**config.mk**
```make
export PLATFORM = sky130hd
export DESIGN_NAME = pipe_hazard_regs
export DESIGN_NICKNAME = d
export VERILOG_FILES = /design/src/rtl/pipe_hazard_regs.sv
export SDC_FILE = /design/constraint.sdc
export NUM_CORES = 1
export LEC_CHECK = 0
export CAP_MARGIN = 20
export CORE_AREA = 2 2 186 188
export CTS_BUF_LIST = sky130_fd_sc_hd__clkbuf_8
export DETAILED_ROUTE_END_ITERATION = 10
export DIE_AREA = 0 0 188 190
export PLACE_DENSITY = 0.7
export RECOVER_POWER = 25
export SLEW_MARGIN = 15
export SYNTH_ARGS = -nofsm -noshare
export SYNTH_HDL_FRONTEND = slang
export SYNTH_SLANG_ARGS = --single-unit
```
**constraint.sdc**
```tcl
create_clock -name clk -period 0.8 [get_ports clk]
set_input_delay 0.12 -clock clk [delete_from_list [all_inputs] [get_ports clk]]
set_output_delay 0.12 -clock clk [all_outputs]
set_load 0.005 [all_outputs]
```
**src/rtl/pipe_hazard_regs.sv**
```systemverilog
// pipe_hazard_regs -- consumer side of the hazard unit's stall/flush interface.
// Owns the PC register, the IF/ID register and the ID/EX register of a 5-stage
// MIPS pipeline and applies the stall/flush controls with fixed priorities.
//
// Ports:
//   clk, rst_n                          clock (rising edge), async active-low reset
//   stall_F, stall_D, flush_D, flush_E  hazard controls
//   pc_next_f, instr_f, pc_plus4_f      fetch-stage inputs
//   pc_f                                current PC
//   instr_d, pc_plus4_d, valid_d        IF/ID contents
//   ctrl_d, rd1_d, rd2_d, imm_d,
//   rs_d, rt_d, rd_d                    decode-stage inputs to ID/EX
//   ctrl_e, rd1_e, rd2_e, imm_e,
//   rs_e, rt_e, rd_e, valid_e           ID/EX contents
//   cnt_clr, stall_cnt, flush_cnt       performance counters (clear, values)
//   proto_err                           sticky illegal stall/flush combination
//
// Build option: define HAZ_PERF_CNT_EN to implement the stall/flush counters;
// without it both counters read 0 and cnt_clr is ignored.
module pipe_hazard_regs #(
  parameter int unsigned          DATA_W   = 32,
  parameter int unsigned          REG_W    = 5,
  parameter int unsigned          CTRL_W   = 10,
  parameter int unsigned          CNT_W    = 16,
  parameter logic [DATA_W-1:0]    RESET_PC = '0
) (
  input  logic              clk,
  input  logic              rst_n,
  input  logic              stall_F,
  input  logic              stall_D,
  input  logic              flush_D,
  input  logic              flush_E,
  input  logic [DATA_W-1:0] pc_next_f,
  input  logic [DATA_W-1:0] instr_f,
  input  logic [DATA_W-1:0] pc_plus4_f,
  output logic [DATA_W-1:0] pc_f,
  output logic [DATA_W-1:0] instr_d,
  output logic [DATA_W-1:0] pc_plus4_d,
  output logic              valid_d,
  input  logic [CTRL_W-1:0] ctrl_d,
  input  logic [DATA_W-1:0] rd1_d,
  input  logic [DATA_W-1:0] rd2_d,
  input  logic [DATA_W-1:0] imm_d,
  input  logic [REG_W-1:0]  rs_d,
  input  logic [REG_W-1:0]  rt_d,
  input  logic [REG_W-1:0]  rd_d,
  output logic [CTRL_W-1:0] ctrl_e,
  output logic [DATA_W-1:0] rd1_e,
  output logic [DATA_W-1:0] rd2_e,
  output logic [DATA_W-1:0] imm_e,
  output logic [REG_W-1:0]  rs_e,
  output logic [REG_W-1:0]  rt_e,
  output logic [REG_W-1:0]  rd_e,
  output logic              valid_e,
  input  logic              cnt_clr,
  output logic [CNT_W-1:0]  stall_cnt,
  output logic [CNT_W-1:0]  flush_cnt,
  output logic              proto_err
);

  logic [DATA_W-1:0] pc_q, pc_d;
  logic [DATA_W-1:0] instr_q, instr_dn, pc4_q, pc4_d;
  logic              vd_q, vd_d;
  logic [CTRL_W-1:0] ctrl_q, ctrl_dn;
  logic [DATA_W-1:0] rd1_q, rd1_dn, rd2_q, rd2_dn, imm_q, imm_dn;
  logic [REG_W-1:0]  rs_q, rs_dn, rt_q, rt_dn, rdx_q, rdx_dn;
  logic              ve_q, ve_d;
  logic              err_q, err_d;

  always_comb begin
    pc_d = stall_F ? pc_q : pc_next_f;

    // stall_D outranks flush_D so a stalled decode instruction survives a redirect
    instr_dn = instr_q;
    pc4_d    = pc4_q;
    vd_d     = vd_q;
    if (!stall_D) begin
      if (flush_D) begin
        instr_dn = '0;
        pc4_d    = '0;
        vd_d     = 1'b0;
      end else begin
        instr_dn = instr_f;
        pc4_d    = pc_plus4_f;
        vd_d     = 1'b1;
      end
    end

    // ID/EX never holds: either a full bubble (rs/rt zeroed so forwarding
    // cannot match) or a fresh load from decode
    ctrl_dn = '0;
    rd1_dn  = '0;
    rd2_dn  = '0;
    imm_dn  = '0;
    rs_dn   = '0;
    rt_dn   = '0;
    rdx_dn  = '0;
    ve_d    = 1'b0;
    if (!flush_E) begin
      ctrl_dn = ctrl_d;
      rd1_dn  = rd1_d;
      rd2_dn  = rd2_d;
      imm_dn  = imm_d;
      rs_dn   = rs_d;
      rt_dn   = rt_d;
      rdx_dn  = rd_d;
      ve_d    = vd_q;
    end

    err_d = err_q | (stall_D & ~flush_E) | (stall_F ^ stall_D);
  end

  always_ff @(posedge clk or negedge rst_n) begin
    if (!rst_n) begin
      pc_q    <= RESET_PC;
      instr_q <= '0;
      pc4_q   <= '0;
      vd_q    <= 1'b0;
      ctrl_q  <= '0;
      rd1_q   <= '0;
      rd2_q   <= '0;
      imm_q   <= '0;
      rs_q    <= '0;
      rt_q    <= '0;
      rdx_q   <= '0;
      ve_q    <= 1'b0;
      err_q   <= 1'b0;
    end else begin
      pc_q    <= pc_d;
      instr_q <= instr_dn;
      pc4_q   <= pc4_d;
      vd_q    <= vd_d;
      ctrl_q  <= ctrl_dn;
      rd1_q   <= rd1_dn;
      rd2_q   <= rd2_dn;
      imm_q   <= imm_dn;
      rs_q    <= rs_dn;
      rt_q    <= rt_dn;
      rdx_q   <= rdx_dn;
      ve_q    <= ve_d;
      err_q   <= err_d;
    end
  end

  assign pc_f       = pc_q;
  assign instr_d    = instr_q;
  assign pc_plus4_d = pc4_q;
  assign valid_d    = vd_q;
  assign ctrl_e     = ctrl_q;
  assign rd1_e      = rd1_q;
  assign rd2_e      = rd2_q;
  assign imm_e      = imm_q;
  assign rs_e       = rs_q;
  assign rt_e       = rt_q;
  assign rd_e       = rdx_q;
  assign valid_e    = ve_q;
  assign proto_err  = err_q;

`ifdef HAZ_PERF_CNT_EN
  localparam logic [CNT_W-1:0] CNT_ONE = CNT_W'(1);

  logic [CNT_W-1:0] stall_cnt_q, stall_cnt_d, flush_cnt_q, flush_cnt_d;

  // Saturating counters; a clear wins over a same-cycle increment
  always_comb begin
    stall_cnt_d = stall_cnt_q;
    flush_cnt_d = flush_cnt_q;
    if (cnt_clr) begin
      stall_cnt_d = '0;
      flush_cnt_d = '0;
    end else begin
      if (stall_D && (stall_cnt_q != '1)) stall_cnt_d = stall_cnt_q + CNT_ONE;
      if (flush_E && (flush_cnt_q != '1)) flush_cnt_d = flush_cnt_q + CNT_ONE;
    end
  end

  always_ff @(posedge clk or negedge rst_n) begin
    if (!rst_n) begin
      stall_cnt_q <= '0;
      flush_cnt_q <= '0;
    end else begin
      stall_cnt_q <= stall_cnt_d;
      flush_cnt_q <= flush_cnt_d;
    end
  end

  assign stall_cnt = stall_cnt_q;
  assign flush_cnt = flush_cnt_q;
`else
  logic unused_cnt_clr;
  assign unused_cnt_clr = cnt_clr;
  assign stall_cnt      = '0;
  assign flush_cnt      = '0;
`endif

endmodule
```
* Word level (Yosys, flattened, before mapping)
Cells that the tools add are included.
Storage, ports and cells: RAM bits 0, bits in latches 0, word-level logic and storage cells 29, ROM bits 0, register bits after elaboration 220, output and inout port bits 252, memories 0, input port bits 224
Operators by class: multiplexer cells 11, equal/unequal tests 0, $lt $le $gt $ge 0, shift-type cells 0, add/subtract/negate cells 0, bitwise gates (word level) 5, multiply operators 0, divide/modulo/power cells 0, reduce and logical (&&, ||, !) cells 0
Operator list (count):
- 32-bit two-way mux | 5
- 5-bit two-way mux | 3
- 10-bit two-way mux | 1
- 1-bit two-way mux | 2
- 1-bit OR | 2
- 1-bit AND | 1
- 1-bit NOT | 1
- 1-bit XOR | 1

* Depth between registers and ports, before layout
depth after elaboration 4, mapped depth 5, gate-level depth less buffers 2

* Worst setup path after synthesis
Ideal clock, no wire load.
path type input to register, start in stall_F, end reg pc_q[10] (netlist: pc_f[10]), path slack -0.003 ns, required time 0.675 ns, arrival 0.678 ns, cell stages on the path 3, setup time 0.125 ns, path buffers 2, cell sequence buf_6 buf_6 mux2_4
RTL lines:
- start: declaration | RTL line 29 | input logic stall_F,
- end signal: assignment | RTL line 129 | pc_q <= pc_d;
- end: declaration | RTL line 61 | logic [DATA_W-1:0] pc_q, pc_d;
No word-level cell between the ends.

* Worst setup path after layout
start reg ctrl_q[5] (netlist: ctrl_e[5]), end out ctrl_e[5]
RTL lines:
- start: declaration | RTL line 64 | logic [CTRL_W-1:0] ctrl_q, ctrl_dn;
- start signal: assignment | RTL line 133 | ctrl_q <= ctrl_dn;
- end: declaration | RTL line 47 | output logic [CTRL_W-1:0] ctrl_e,
No word-level cell between the ends.

==> results.py <==
metrics = {
    "cells_and_area": {
        "final_common_cell": "dfrtp_1",
        "final_core_util_pct": 40.50,
        "multi_input_area_um2": 2367,
        "seq_area_um2": 5505,
        "fillers": 3255,
        "syn_to_final_growth_pct": 67.96,
        "final_cell_mix": "220 x dfrtp_1, 215 x buf_2, 187 x clkdlybuf4s50_1, 120 x nor2b_1, 69 x buf_4",
        "antenna_cells": 0,
        "layout.nets": 1428,
        "drive_above_1_share_pct": 35.85,
    },
    "pwr": {
        "p_comb_share_pct": 15.4,
        "power.leakage_nw": 6.824,
        "power.density_nw_per_um2": 1987,
        "swShare_pct": 24.19,
        "switching_power_mw": 6.606,
        "intPower_mw": 20.71,
        "ir_drop_v": 0.001623,
        "clkPwrFrac_pct": 39.9,
        "seqPwrFrac_pct": 44.6,
    },
    "timing": {
        "drv_slew": 0,
        "max_clock_freq_ghz": 0.8228,
        "fin_crit_ns": 1.215,
        "finalHoldWorstSlack_ns": 0.03797,
        "worstMarginPinSlew_ns": 0.6032,
        "finalSetupViolCount": 295,
        "fin_ws_ns": -0.4154,
        "fin_tns_setup_ns": -81.67,
        "slew_headroom_pct": 59.79,
        "hold_violations": 0,
        "finalCritPeriodShare_pct": 151.9,
        "finalClockSkew_ns": 0.001421,
        "grt_setup_unrepaired": "true",
    },
    "global_route": {
        "grt_usage_pct": 14.34,
        "grt.busiest_layer": "met2",
        "grt_pass1_vias": 6971,
        "grt_pass1_wl_um": 39790,
        "antenna_found_initial": 0,
        "grt_max_degree": 55,
        "grt_util_met1_pct": 16.55,
        "use_met3_pct": 5.202,
        "gr-total-overflow": 0,
        "grtUsageMet2_pct": 24.60,
    },
    "clock_tree": {
        "numCtsBuffers": 41,
        "cts_buffer_depth": 3,
        "worstSkewPairLatency_ns": 0.52,
        "htree_levels": 2,
        "clk_pin_slew_ns": 0.05,
        "cts_tree": "yes",
        "clockRootBuffer": "clkbuf_8",
        "clkSinkCount": 220,
    },
    "run_status": {
        "status": "complete, but fails checks",
        "violations": "setup timing",
    },
    "setup_path": {
        "cp_top_family": "flip-flops",
        "cpMaxStageDelayCell": "dfrtp_1",
        "cpPeakStageDelay_ns": 0.41,
        "worstReg2RegEnd": "pc_f[2]$_DFFE_PN0N_",
        "cp_cell_sequence": "buf_2",
        "rrSetupSlack_ns": -0.18,
        "worstPathArrival_ns": 1.10,
        "reg2reg_depth": 3,
        "crit_start": "ctrl_e[5]$_DFF_PN0_",
        "critPathCaptureType": "primary output",
        "crit_type": "reg2out",
        "critPathRequiredTime_ns": 0.68,
        "crit_path_start_kind": "flop",
        "path_buf_inv": 1,
        "critical_path.max_fanout": 1,
        "worstReg2RegStart": "pc_f[2]$_DFFE_PN0N_",
    },
    "floorplan": {
        "start_util_pct": 24.11,
        "die_y_um": 190,
        "num_rows": 68,
        "die_w_um": 188,
        "coreArea_um2": 33950,
        "design.die.area_um2": 35720,
        "top_level_ports": 476,
    },
    "placed_design": {
        "pre_cts_slack_ns": -0.6067,
        "dp_hpwl_um": 19650,
        "io_buffers": 442,
        "globalplace.congestion": 0.8123,
    },
    "drt": {
        "wl_um": 26390,
        "ant_nets": 0,
        "firstDrtPassIters": 4,
        "routedWlPerCell_um": 15.66,
        "vias": 6578,
        "route.detailed.drc": 0,
        "via_per_inst": 3.904,
        "drt_iter0_drc": 154,
    },
    "run": {
        "max_cap_viol_count": 0,
    },
    "hold_path": {
        "worstHoldStart": "stall_D",
        "hold_class": "in2reg",
        "hold_depth": 3,
        "min_to": "instr_d[23]$_DFFE_PN0N_",
    },
    "logic_synthesis": {
        "yosysWarnings": 0,
        "ys_types": 18,
        "avgSynthCellArea_um2": 12.93,
        "netlist_instances": 633,
        "synth_area_um2": 8185,
        "synth_seq_cells": 220,
        "synth_seq_area_share_pct": 67.26,
    },
}
==> cells in the mapped netlist <==
cell type	instances	area share, %
nor2_1	2	0.092
dfrtp_1	220	67
nor2b_1	122	9.3
o21ai_0	54	3.3
mux2_2	3	0.41
buf_4	38	3.5
clkbuf_1	14	0.64
and3_1	1	0.076
conb_1	1	0.046
buf_2	8	0.49
o21ai_1	6	0.37
o21bai_1	1	0.092
a22o_1	4	0.43
a21o_1	1	0.092
nand2_1	60	2.8
nand2b_1	60	4.6
buf_6	9	1.2
mux2_4	29	5.3
==> layer usage <==
layer / up-vias / part of all wire, %
met4: 0 / 2.2
li1: 3080 / -
met1: 3138 / 39
met3: 37 / 8.8
met2: 323 / 50
met5: - / 0
==> layout make-up <==
class	count	share of cell area, %
Sequential cell	220	40.04
Multi-Input combinational cell	375	17.22
Tap cell	455	4.141
Timing Repair Buffer	566	32.64
Clock inverter	23	1.356
Clock buffer	46	4.605
==> kinds of logic after synthesis <==
group | count (synthesis) | synth area share, %
flops | 220 | 67.26
compound gates | 66 | 4.280
mux | 32 | 5.732
other cells | 1 | 0.04581
buf+inv | 69 | 5.854
simple gates | 245 | 16.83
==> per-stage QoR <==
step,area (um2),total power [mW],instances
2_1_floorplan,8302,13.58,664
3_3_place_gp,13520,16.90,1568
3_5_place_dp,13520,16.98,1568
4_1_cts,13550,27.67,1670
5_1_grt,13750,28.78,1685
6_report,13750,27.31,1685
==> sequential cells by signal, summed over array words and instances, names as in the netlist <==
register / cells
rd2_e: 32
proto_err: 1
rd_e: 5
valid_d: 1
instr_d: 32
pc_f: 32
ctrl_e: 10
imm_e: 32
rd1_e: 32
valid_e: 1
pc_plus4_d: 32
rt_e: 5
rs_e: 5
==> repair_timing <==
action,in CTS,in global routing
setup buffers,33,30
pin swaps,4,4
endpoints found under the hold margin,240,0
hold buffers,7,0
endpoints found under the setup margin,236,265
resized for setup,887,64
==> worst max path at each step <==
stage                                 endpoint  slack, ns  depth (start not counted)
floorplan                 pc_f[10]$_DFFE_PN0N_     -0.003                          3
global placement     pc_plus4_d[6]$_DFFE_PN0N_      -0.56                          4
detailed placement  pc_plus4_d[17]$_DFFE_PN0N_      -0.61                          4
CTS                                  ctrl_e[5]      -0.47                          1
global route                         ctrl_e[5]      -0.48                          1
finish                               ctrl_e[5]      -0.42                          1
==> power groups by stage <==
stage	clock network (mW)	logic [mW]	registers (mW)
CTS	11.4	4.13	12.2
detailed placement	0	4.58	12.4
finish	10.9	4.21	12.2
global route	11.9	4.58	12.3
global placement	0	4.52	12.4
floorplan	0	1.14	12.4
Power figures use the tool's default switching activity.
